===== config.mk =====
export PLATFORM = sky130hd
export DESIGN_NAME = ped_crossing_requester_flat
export DESIGN_NICKNAME = d
export VERILOG_FILES = /design/src/rtl/ped_crossing_requester_pkg.sv /design/src/rtl/ped_crossing_requester_if.sv /design/src/rtl/ped_crossing_requester_btn_debouncer.sv /design/src/rtl/ped_crossing_requester.sv /design/src/flat_wrapper.sv
export SDC_FILE = /design/constraint.sdc
export NUM_CORES = 1
export LEC_CHECK = 0
export ABC_AREA = 1
export CAP_MARGIN = 30
export CORE_ASPECT_RATIO = 0.9
export CORE_UTILIZATION = 30
export DETAILED_ROUTE_END_ITERATION = 7
export HOLD_SLACK_MARGIN = 0.08
export MAX_ROUTING_LAYER = met4
export SLEW_MARGIN = 20
export SYNTH_ARGS = -nofsm -noshare
export SYNTH_HDL_FRONTEND = slang
export SYNTH_SLANG_ARGS = --single-unit

===== constraint.sdc =====
create_clock -name clk -period 1.6 [get_ports clk]
set_input_delay 0.32 -clock clk [delete_from_list [all_inputs] [get_ports clk]]
set_output_delay 0.32 -clock clk [all_outputs]
set_load 0.01 [all_outputs]

===== src/rtl/ped_crossing_requester_pkg.sv =====
// Shared definitions for the pedestrian crossing requester.
//   ped_state_t          : crossing FSM states
//   DEF_* timing values  : default cycle counts, also used by the light controller bench
package ped_crossing_requester_pkg;

    typedef enum logic [2:0] {
        IDLE,
        REQUEST,
        WALK,
        FLASH,
        CLEAR,
        LOCKOUT
    } ped_state_t;

    localparam int DEF_DEBOUNCE_CYCLES = 4;
    localparam int DEF_WALK_CYCLES     = 8;
    localparam int DEF_FLASH_CYCLES    = 6;
    localparam int DEF_FLASH_HALF      = 2;
    localparam int DEF_LOCKOUT_CYCLES  = 5;
    localparam int DEF_CNT_W           = 8;

endpackage


===== src/rtl/ped_crossing_requester_if.sv =====
// Panel <-> controller signal bundle for the pedestrian crossing requester.
//   btn_raw                      : raw push-button (asynchronous)
//   light_red/yellow/green       : controller lamp outputs
//   ped_request                  : request to controller pedestrian_button
//   walk, dont_walk, countdown   : pedestrian lamps and display
//   req_pending, fault           : status
// Modports: master = panel/controller side, slave = requester block.
interface ped_crossing_requester_if
    import ped_crossing_requester_pkg::*;
#(
    parameter int CNT_W = DEF_CNT_W
);
    logic             btn_raw;
    logic             light_red;
    logic             light_yellow;
    logic             light_green;
    logic             ped_request;
    logic             walk;
    logic             dont_walk;
    logic [CNT_W-1:0] countdown;
    logic             req_pending;
    logic             fault;

    modport master (
        output btn_raw, light_red, light_yellow, light_green,
        input  ped_request, walk, dont_walk, countdown, req_pending, fault
    );

    modport slave (
        input  btn_raw, light_red, light_yellow, light_green,
        output ped_request, walk, dont_walk, countdown, req_pending, fault
    );
endinterface


===== src/rtl/ped_crossing_requester_btn_debouncer.sv =====
// Button conditioner: 2-flop synchroniser, debounce counter, rising-edge pulse.
//   clk, rst : clock, synchronous active-high reset
//   din      : asynchronous input
//   level    : debounced level
//   rise     : one-cycle pulse, registered together with a 0->1 change of level
module btn_debouncer
    import ped_crossing_requester_pkg::*;
#(
    parameter int DEBOUNCE_CYCLES = DEF_DEBOUNCE_CYCLES,
    parameter int CNT_W           = DEF_CNT_W
) (
    input  logic clk,
    input  logic rst,
    input  logic din,
    output logic level,
    output logic rise
);
    localparam logic [CNT_W-1:0] LAST = CNT_W'(DEBOUNCE_CYCLES - 1);

    if (DEBOUNCE_CYCLES < 1 || DEBOUNCE_CYCLES > (2 ** CNT_W)) begin : g_bad_debounce
        $error("btn_debouncer: DEBOUNCE_CYCLES out of range for CNT_W");
    end

    logic             sync_q1, sync_q2;
    logic [CNT_W-1:0] stab_cnt;

    always_ff @(posedge clk) begin
        if (rst) begin
            sync_q1  <= 1'b0;
            sync_q2  <= 1'b0;
            stab_cnt <= '0;
            level    <= 1'b0;
            rise     <= 1'b0;
        end else begin
            sync_q1 <= din;
            sync_q2 <= sync_q1;
            rise    <= 1'b0;
            // stab_cnt counts consecutive cycles the synchronised input
            // disagrees with the accepted level; any agreement restarts it.
            if (sync_q2 == level) begin
                stab_cnt <= '0;
            end else if (stab_cnt >= LAST) begin
                level    <= sync_q2;
                rise     <= sync_q2;
                stab_cnt <= '0;
            end else begin
                stab_cnt <= stab_cnt + CNT_W'(1);
            end
        end
    end
endmodule


===== src/rtl/ped_crossing_requester.sv =====
// Pedestrian-side requester: conditions the push-button, latches a request,
// holds ped_request to the light controller while people cross, and drives
// WALK / DONT_WALK lamps and the crossing countdown. All outputs registered.
//   clk, rst : clock, synchronous active-high reset
//   bus      : slave modport of ped_crossing_requester_if
module ped_crossing_requester
    import ped_crossing_requester_pkg::*;
#(
    parameter int DEBOUNCE_CYCLES = DEF_DEBOUNCE_CYCLES,
    parameter int WALK_CYCLES     = DEF_WALK_CYCLES,
    parameter int FLASH_CYCLES    = DEF_FLASH_CYCLES,
    parameter int FLASH_HALF      = DEF_FLASH_HALF,
    parameter int LOCKOUT_CYCLES  = DEF_LOCKOUT_CYCLES,
    parameter int CNT_W           = DEF_CNT_W
) (
    input  logic                    clk,
    input  logic                    rst,
    ped_crossing_requester_if.slave bus
);
    if (WALK_CYCLES + FLASH_CYCLES > (2 ** CNT_W) - 1) begin : g_bad_cnt_w
        $error("ped_crossing_requester: WALK_CYCLES+FLASH_CYCLES does not fit in CNT_W");
    end

    localparam logic [CNT_W-1:0] CROSS_LOAD = CNT_W'(WALK_CYCLES + FLASH_CYCLES);
    localparam logic [CNT_W-1:0] FLASH_LD   = CNT_W'(FLASH_CYCLES);
    localparam logic [CNT_W-1:0] LOCK_LOAD  = CNT_W'(LOCKOUT_CYCLES);
    localparam logic [CNT_W-1:0] HALF       = CNT_W'(FLASH_HALF);

    ped_state_t       state, state_n;
    logic [CNT_W-1:0] cnt, cnt_n, cnt_dec;   // crossing countdown, reused for lockout
    logic [CNT_W-1:0] half_cnt, half_cnt_n;  // cycles spent in current flash half
    logic             ped_request_q, ped_request_n;
    logic             walk_q, walk_n;
    logic             dont_walk_q, dont_walk_n;
    logic [CNT_W-1:0] countdown_q, countdown_n;
    logic             req_pending_q, req_pending_n;
    logic             fault_q, fault_n;
    logic             press, traffic_red;
    logic             unused_btn_level;
    logic             unused_yellow;

    btn_debouncer #(
        .DEBOUNCE_CYCLES (DEBOUNCE_CYCLES),
        .CNT_W           (CNT_W)
    ) u_btn (
        .clk   (clk),
        .rst   (rst),
        .din   (bus.btn_raw),
        .level (unused_btn_level),
        .rise  (press)
    );

    // Green overrides red so a glitchy controller can't fake a safe crossing.
    assign traffic_red   = bus.light_red & ~bus.light_green;
    assign unused_yellow = bus.light_yellow;
    assign cnt_dec       = (cnt == '0) ? '0 : cnt - CNT_W'(1);

    always_comb begin
        state_n       = state;
        cnt_n         = cnt;
        half_cnt_n    = half_cnt;
        ped_request_n = 1'b0;
        walk_n        = 1'b0;
        dont_walk_n   = 1'b1;
        countdown_n   = '0;
        fault_n       = 1'b0;
        req_pending_n = req_pending_q;

        if (press && (state == IDLE || state == CLEAR || state == LOCKOUT))
            req_pending_n = 1'b1;

        case (state)
            IDLE: begin
                if (req_pending_q) begin
                    state_n       = REQUEST;
                    ped_request_n = 1'b1;
                end
            end
            REQUEST: begin
                ped_request_n = 1'b1;
                if (traffic_red) begin
                    state_n       = WALK;
                    cnt_n         = CROSS_LOAD;
                    walk_n        = 1'b1;
                    dont_walk_n   = 1'b0;
                    countdown_n   = CROSS_LOAD;
                    req_pending_n = 1'b0;
                end
            end
            WALK, FLASH: begin
                // Losing red beats any phase change; defaults give CLEAR outputs.
                if (!traffic_red) begin
                    state_n = CLEAR;
                    fault_n = 1'b1;
                end else if (state == WALK && cnt_dec > FLASH_LD) begin
                    ped_request_n = 1'b1;
                    walk_n        = 1'b1;
                    dont_walk_n   = 1'b0;
                    countdown_n   = cnt_dec;
                    cnt_n         = cnt_dec;
                end else if (cnt_dec == '0) begin
                    // end of FLASH, or end of WALK when FLASH_CYCLES is 0
                    state_n = CLEAR;
                    cnt_n   = '0;
                end else if (state == WALK) begin
                    state_n       = FLASH;
                    ped_request_n = 1'b1;
                    countdown_n   = cnt_dec;
                    cnt_n         = cnt_dec;
                    half_cnt_n    = CNT_W'(1);
                end else begin
                    ped_request_n = 1'b1;
                    countdown_n   = cnt_dec;
                    cnt_n         = cnt_dec;
                    if (half_cnt >= HALF) begin
                        dont_walk_n = ~dont_walk_q;
                        half_cnt_n  = CNT_W'(1);
                    end else begin
                        dont_walk_n = dont_walk_q;
                        half_cnt_n  = half_cnt + CNT_W'(1);
                    end
                end
            end
            CLEAR: begin
                if (bus.light_green) begin
                    state_n = LOCKOUT;
                    cnt_n   = LOCK_LOAD;
                end
            end
            LOCKOUT: begin
                // Always at least one cycle here, even with LOCKOUT_CYCLES = 0.
                if (cnt <= CNT_W'(1)) state_n = IDLE;
                else                  cnt_n   = cnt_dec;
            end
            default: state_n = IDLE;
        endcase
    end

    always_ff @(posedge clk) begin
        if (rst) begin
            state         <= IDLE;
            cnt           <= '0;
            half_cnt      <= '0;
            ped_request_q <= 1'b0;
            walk_q        <= 1'b0;
            dont_walk_q   <= 1'b1;
            countdown_q   <= '0;
            req_pending_q <= 1'b0;
            fault_q       <= 1'b0;
        end else begin
            state         <= state_n;
            cnt           <= cnt_n;
            half_cnt      <= half_cnt_n;
            ped_request_q <= ped_request_n;
            walk_q        <= walk_n;
            dont_walk_q   <= dont_walk_n;
            countdown_q   <= countdown_n;
            req_pending_q <= req_pending_n;
            fault_q       <= fault_n;
        end
    end

    assign bus.ped_request = ped_request_q;
    assign bus.walk        = walk_q;
    assign bus.dont_walk   = dont_walk_q;
    assign bus.countdown   = countdown_q;
    assign bus.req_pending = req_pending_q;
    assign bus.fault       = fault_q;
endmodule


===== src/flat_wrapper.sv =====
// flat-port wrapper written by rule: the top's interface ports become plain ports
module ped_crossing_requester_flat import ped_crossing_requester_pkg::*;
#(
    parameter int DEBOUNCE_CYCLES = DEF_DEBOUNCE_CYCLES,
    parameter int WALK_CYCLES     = DEF_WALK_CYCLES,
    parameter int FLASH_CYCLES    = DEF_FLASH_CYCLES,
    parameter int FLASH_HALF      = DEF_FLASH_HALF,
    parameter int LOCKOUT_CYCLES  = DEF_LOCKOUT_CYCLES,
    parameter int CNT_W           = DEF_CNT_W
)
  (clk, rst, bus_btn_raw, bus_light_red, bus_light_yellow, bus_light_green, bus_ped_request, bus_walk, bus_dont_walk, bus_countdown, bus_req_pending, bus_fault);
  ped_crossing_requester_if #(.CNT_W(CNT_W)) bus_i ();
  input  logic clk;
  input  logic rst;
  input wire logic [$bits(bus_i.btn_raw)-1:0] bus_btn_raw;
  input wire logic [$bits(bus_i.light_red)-1:0] bus_light_red;
  input wire logic [$bits(bus_i.light_yellow)-1:0] bus_light_yellow;
  input wire logic [$bits(bus_i.light_green)-1:0] bus_light_green;
  output wire logic [$bits(bus_i.ped_request)-1:0] bus_ped_request;
  output wire logic [$bits(bus_i.walk)-1:0] bus_walk;
  output wire logic [$bits(bus_i.dont_walk)-1:0] bus_dont_walk;
  output wire logic [$bits(bus_i.countdown)-1:0] bus_countdown;
  output wire logic [$bits(bus_i.req_pending)-1:0] bus_req_pending;
  output wire logic [$bits(bus_i.fault)-1:0] bus_fault;
  assign bus_i.btn_raw = bus_btn_raw;
  assign bus_i.light_red = bus_light_red;
  assign bus_i.light_yellow = bus_light_yellow;
  assign bus_i.light_green = bus_light_green;
  assign bus_ped_request = bus_i.ped_request;
  assign bus_walk = bus_i.walk;
  assign bus_dont_walk = bus_i.dont_walk;
  assign bus_countdown = bus_i.countdown;
  assign bus_req_pending = bus_i.req_pending;
  assign bus_fault = bus_i.fault;
  ped_crossing_requester #(.DEBOUNCE_CYCLES(DEBOUNCE_CYCLES), .WALK_CYCLES(WALK_CYCLES), .FLASH_CYCLES(FLASH_CYCLES), .FLASH_HALF(FLASH_HALF), .LOCKOUT_CYCLES(LOCKOUT_CYCLES), .CNT_W(CNT_W)) u_core (.clk(clk), .rst(rst), .bus(bus_i));
endmodule

======== Yosys cells after proc, flatten, opt, wreduce, memory -nomap -nowiden ========
Index checks and enable logic that the tools add are counted.
storage, ports and cells
  input port bits ......................... 6
  word-level logic and storage cells ...... 101
  register bits after elaboration ......... 44
  output and inout port bits .............. 13
operators by class
  reduce and logical (&&, ||, !) cells .... 16
  magnitude comparators ................... 4
  add/sub/neg operators ................... 3
  bitwise logic cells ..................... 8
  equality and inequality tests ........... 15
  mux-type cells .......................... 41
operator list
  cell                   count
  $mux W8                10
  $pmux W8 S4            1
  $mux W3                8
  $add A8 B1 Y8 const B  2
  $ge A8 B2 Y1 const B   2
  $logic_not A8 Y1       2
  $mux W1                16
  $pmux W8 S2            1
  $pmux W3 S5            1
  $gt A8 B3 Y1 const B   1
  $le A8 B1 Y1 const B   1
  $sub A8 B1 Y8 const B  1
  $not A1 Y1             7
  $eq A3 B2 Y1 const B   2
  $eq A3 B3 Y1 const B   2
  $ne A2 B1 Y1 const B   3
  $ne A2 B2 Y1 const B   3
  $ne A6 B6 Y1 const B   1
  $reduce_and A6 Y1      1
  $reduce_or A3 Y1       2
  $reduce_and A5 Y1      1
  $mux W4                1
  $ne A4 B4 Y1 const B   1
  $pmux W1 S2            2
  12 further kinds       15

======== Logic depth before layout (Yosys ltp) ========
  depth in word-level cells ............... 7
  gate-level depth with buffers ........... 15
  mapped depth without buffers ............ 15

======== Cells and area by module ========
Synthesis repeated with hierarchy kept, for this count alone.
second synthesis, totals
  cell total of the unflattened synthesis .. 277
  area total of the unflattened synthesis .. 2130.8 um2
modules (own cells, without submodules)
  module                  cells each  area each (um2)  seq. area each (um2)  instances
  ped_crossing_requester  237         1759.2           640.6                 1
  btn_debouncer           40          371.6            240.2                 1

======== Worst setup path before layout ========
Ideal clock, no wire load.
  path kind ............................... register to register
  from .................................... reg u_core.cnt[0]
  to ...................................... reg u_core.half_cnt[0]
  path buffers ............................ 0
  data arrival time ....................... 1658 ps
  required time ........................... 1491 ps
  cell stages (with the launch flop) ...... 16
  path slack .............................. -167 ps
  setup time .............................. 109 ps
  clock period less this slack ............ 1767 ps
  path through ............................ dfxtp_1 > inv_2 > ha_1 > nand2_1 > nor2_2 > nand2_4 > nand2_1 > nand2_2 > nor2_4 > nand3_4 > nand3_4 > inv_4 > nand2_8 > nand2_2 > inv_2 > nor2_2
on the way
  word-level cells in the longest chain between the ends .. 6
  elaborated cells between the ends (all ways) .. 9
  classes of those cells .................. add/sub (1); order compare (1); mux (1); bitwise (2); reduce/logical (4)
ends and longest elaborated chain
  what                                               line                           source
  start, declared                                    ped_crossing_requester.sv:30   logic [CNT_W-1:0] cnt, cnt_n, cnt_dec;
  start signal, assigned                             ped_crossing_requester.sv:152  cnt <= cnt_n;
  $sub A8 B1 Y8 or $logic_not A8 Y1 (tied branches)  ped_crossing_requester.sv:56   assign cnt_dec = (cnt == '0) ? '0 : cnt - CNT_W'(1);
  $mux W8 (*)                                        ped_crossing_requester.sv:56
  $gt A8 B3 Y1                                       ped_crossing_requester.sv:95   end else if (state == WALK && cnt_dec > FLASH_LD) begin
  $logic_and A1 B1 Y1                                ped_crossing_requester.sv:95
  $not A1 Y1 (no source line)                        -
  $reduce_and A4 Y1 (no source line) (*)             -
  end signal, assigned                               ped_crossing_requester.sv:153  half_cnt <= half_cnt_n;
  end, declared                                      ped_crossing_requester.sv:31   logic [CNT_W-1:0] half_cnt, half_cnt_n;
Mark *: on every way between the ends. The rest lies on a longest branch, timed or not.
A chain may end at the register's enable or synchronous reset.

======== Worst setup path after layout ========
  from .................................... reg u_core.cnt[1]
  to ...................................... reg u_core.half_cnt[0]
The elaborated chain is that of the path after synthesis.

==> run summary <==
### Cells and area
- **total area of multi-input combinational cells** 1250 µm²
- **count of non-filler cells in the finished layout** 439
- **Final Cell Area** 3010 µm²
- **ratio of cells with drive above 1 in the final layout** 33.2%
- **Diodes inserted** 0
- **filler cell count in the final layout** 689
- **post-layout net count** 359
- **synth-to-layout area growth** 43.6%
- **most frequent cells in the layout** sky130_fd_sc_hd__nand2_1, sky130_fd_sc_hd__buf_4, sky130_fd_sc_hd__dfxtp_1, sky130_fd_sc_hd__nor2_1, sky130_fd_sc_hd__inv_1
- **Storage cell area** 888 µm²
- **most common library cell in the layout ignoring fill and taps** sky130_fd_sc_hd__nand2_1

### Worst setup path
- **max incr delay on CP** 0.36 ns
- **Data required, critical path** 1.79 ns
- **Worst Reg2Reg Path Length in Cells** 15
- **type of element launching the critical path** flop
- **Stages on worst setup path** 15
- **type of element capturing the critical path** flop
- **reg2reg start** u_core.cnt[1]
- **category of the critical setup timing path** flop to flop
- **critical-path cell list** inv_4, ha_4, nand2_4, nor2_4, nand2_4, nand2_4, nand2_4, nor2_4, nand3_4, nand3_4, inv_6, nand2_8, nand2_4, inv_2, nor2_2
- **CP Max Fanout** 8
- **most frequent CP cell** sky130_fd_sc_hd__nand2_4
- **timing startpoint of the critical path** u_core.cnt[1]
- **crit path buf inv count** 3
- **Worst Path Arrival** 1.98 ns
- **slack of the worst reg-to-reg path** -0.19 ns
- **cell family with most CP delay** simple AND/OR/NAND/NOR gates
- **slowest cell on the critical path** sky130_fd_sc_hd__dfxtp_4
- **FF-to-FF End** u_core.half_cnt[0]

### Placement
- **HPWL Detailed** 3640 µm
- **placed cell area** 2700 µm²
- **Setup WS pre-CTS** -0.225 ns
- **Final Wtd Congestion** 0.849
- **number of buffers inserted by port buffering** 17
- **number of placed instances, taps included** 424

### Logic synthesis
- **cell taking the most area after synthesis** sky130_fd_sc_hd__dfxtp_1
- **mean post-synth cell area** 7.52 µm²
- **number of storage elements in the synthesis netlist** 44
- **share of async-settable or async-resettable flops after synthesis** 0%
- **Yosys warning count** 0
- **proportion of netlist area held by the largest area contributor** 42.0%
- **Mapped Area** 2100 µm²
- **EDFF count, synth** 0
- **most used flip-flop cell after synthesis** sky130_fd_sc_hd__dfxtp_1
- **cells after synthesis** 279
- **fraction of the yosys area taken by sequential cells** 42.0%
- **main area contributors after synthesis** sky130_fd_sc_hd__dfxtp_1, sky130_fd_sc_hd__nand2_1, sky130_fd_sc_hd__nor2_1, sky130_fd_sc_hd__inv_1, sky130_fd_sc_hd__a21oi_1
- **distinct cell type count of the synthesized netlist** 37

### Clock network
- **H-tree lvl count** 2
- **total CTS buffers** 5
- **CTS tree** yes
- **source-to-sink clock delay at the later pin of the worst-skew pair** 0.30 ns
- **clk slew on worst S/H paths** 0.07 ns
- **sink count of the clock tree** 44
- **Max clock buf depth** 2
- **library cell used as clock root buffer** sky130_fd_sc_hd__clkbuf_8

### Timing
- **fin crit share** 112%
- **final hold vios** 0
- **peak clock frequency supported by timing** 0.560 GHz
- **unrepaired setup endpoints after global routing** yes
- **Worst-Margin Slew** 0.643 ns
- **number of slew-limit violations in the final report** 0
- **tightest slew margin relative to the limit** 57.0%
- **worst-case clock skew** 0.0173 ns
- **min cycle time layout** 1.79 ns
- **PnR worst setup slack** -0.187 ns
- **final setup violation count** 21

### Route
- **DR pass1 iterations** 4
- **number of antenna-violating nets in the routed design** 0
- **average routed wire per standard cell** 11.4 µm
- **post-detailed-routing wire length** 4990 µm
- **Starting DRT DRC Count** 135
- **DR vias** 2004
- **DRC violation count after routing** 0
- **DR vias/cell** 4.56

### Floorplanning
- **full die area** 7330 µm²
- **Rows** 28
- **Boundary Pins** 19
- **area of the core region** 6660 µm²
- **Die Y-Extent** 81.3 µm
- **die extent in x** 90.1 µm
- **starting density of the core** 31.5%

### Global routing
- **total routing usage reported by global routing** 15.4%
- **antenna violations before repair** 0
- **first-pass GRT wire length** 8760 µm
- **largest net degree at the start of global routing** 14
- **grt ovf** 0
- **vias in the first global route** 1946

### Min path
- **start point of the worst hold path** u_core.u_btn.sync_q1
- **end point of the worst hold path** u_core.u_btn.sync_q2
- **worst hold path class** flop to flop
- **Worst Hold Depth** 2

### Job
- **max-cap viol count** 0

### Pwr
- **final total power** 5.33 mW
- **Lkg Pwr** 1.30 nW
- **power per cell area** 1770 nW/µm²
- **worst voltage drop across the vdd grid** 0.000594 V

### Status
- **failing checks** setup timing
- **status** finished with violations

==> where the power goes <==
group	total (mW)	switching, mW	internal [mW]	leakage, nW
combinational	3.27	1.89	1.38	0.889
sequential	1.35	0.122	1.23	0.361
clock	0.706	0.354	0.352	0.0455
==> registers in the layout, indices dropped and copies added (netlist names), 3 cells and up <==
| name | cells |
|---|---|
| u_core.bus.countdown | 8 |
| u_core.cnt | 8 |
| u_core.half_cnt | 8 |
| u_core.state | 3 |
| u_core.u_btn.stab_cnt | 8 |
==> worst max path at each step <==
stage                    endpoint
5_1_grt        u_core.half_cnt[1]
2_1_floorplan  u_core.half_cnt[0]
3_5_place_dp   u_core.half_cnt[0]
6_report       u_core.half_cnt[0]
3_3_place_gp   u_core.half_cnt[0]
4_1_cts        u_core.half_cnt[0]
==> per-layer routing <==
layer,track usage [%],wire length [µm]
met4,3.39,39
met2,24.0,2260
met1,20.1,2480
met3,4.03,209
met5,-,0
==> synthesized netlist by cell type (all sizes together), types with 2 or more instances <==
cell	instances
ha	5
nor2	44
nand2	61
a211oi	2
buf	2
nand3	22
a31oi	2
a21oi	20
nand4	2
dfxtp	44
o211ai	2
nor4	5
clkbuf	2
nor3	5
o21ai	12
inv	41
==> tightest hold or removal path: stages, from the launching register on <==
cell                      delay, ns
sky130_fd_sc_hd__dfxtp_1       0.30
sky130_fd_sc_hd__inv_1         0.04
sky130_fd_sc_hd__nor2_1        0.03
==> through the flow <==
| stage | setup TNS (ns) | hold slack (ns) | util [%] |
|---|---|---|---|
| after floorplan | -0.220 | 0.388 | - |
| after global placement | -3.67 | 0.391 | 40.6 |
| after detailed placement | -4.39 | 0.402 | 40.6 |
| after CTS | -2.03 | 0.413 | 43.4 |
| after global routing | -4.68 | 0.467 | 45.2 |
| final | -2.27 | 0.413 | 45.2 |
==> logic make-up after synthesis <==
kind of cell / synth area share [%]
AO/OA/AOI/OAI: 11.5
adder cells (fa/ha/maj): 2.98
buffers and inverters: 8.29
XOR/XNOR: 0.835
flip-flops: 42.0
AND/OR/NAND/NOR: 33.8
other: 0.179
multiplexers: 0.477
==> cell type report <==
type                    instances  area share [%]
clock buffers                   8            2.99
inverters                      41            5.61
multi-input cells             196            41.7
flip-flops and latches         44            29.5
well taps                      90            3.74
repair buffers                 60            16.5
==> timing repair <==
action	4_1_cts	5_1_grt
hold buffers	0	0
pin swaps	11	4
endpoints found under the setup margin	22	23
gates cloned	1	0
resized for setup	13	27
setup buffers	5	1
No activity file was read; power rests on OpenSTA's default activity.
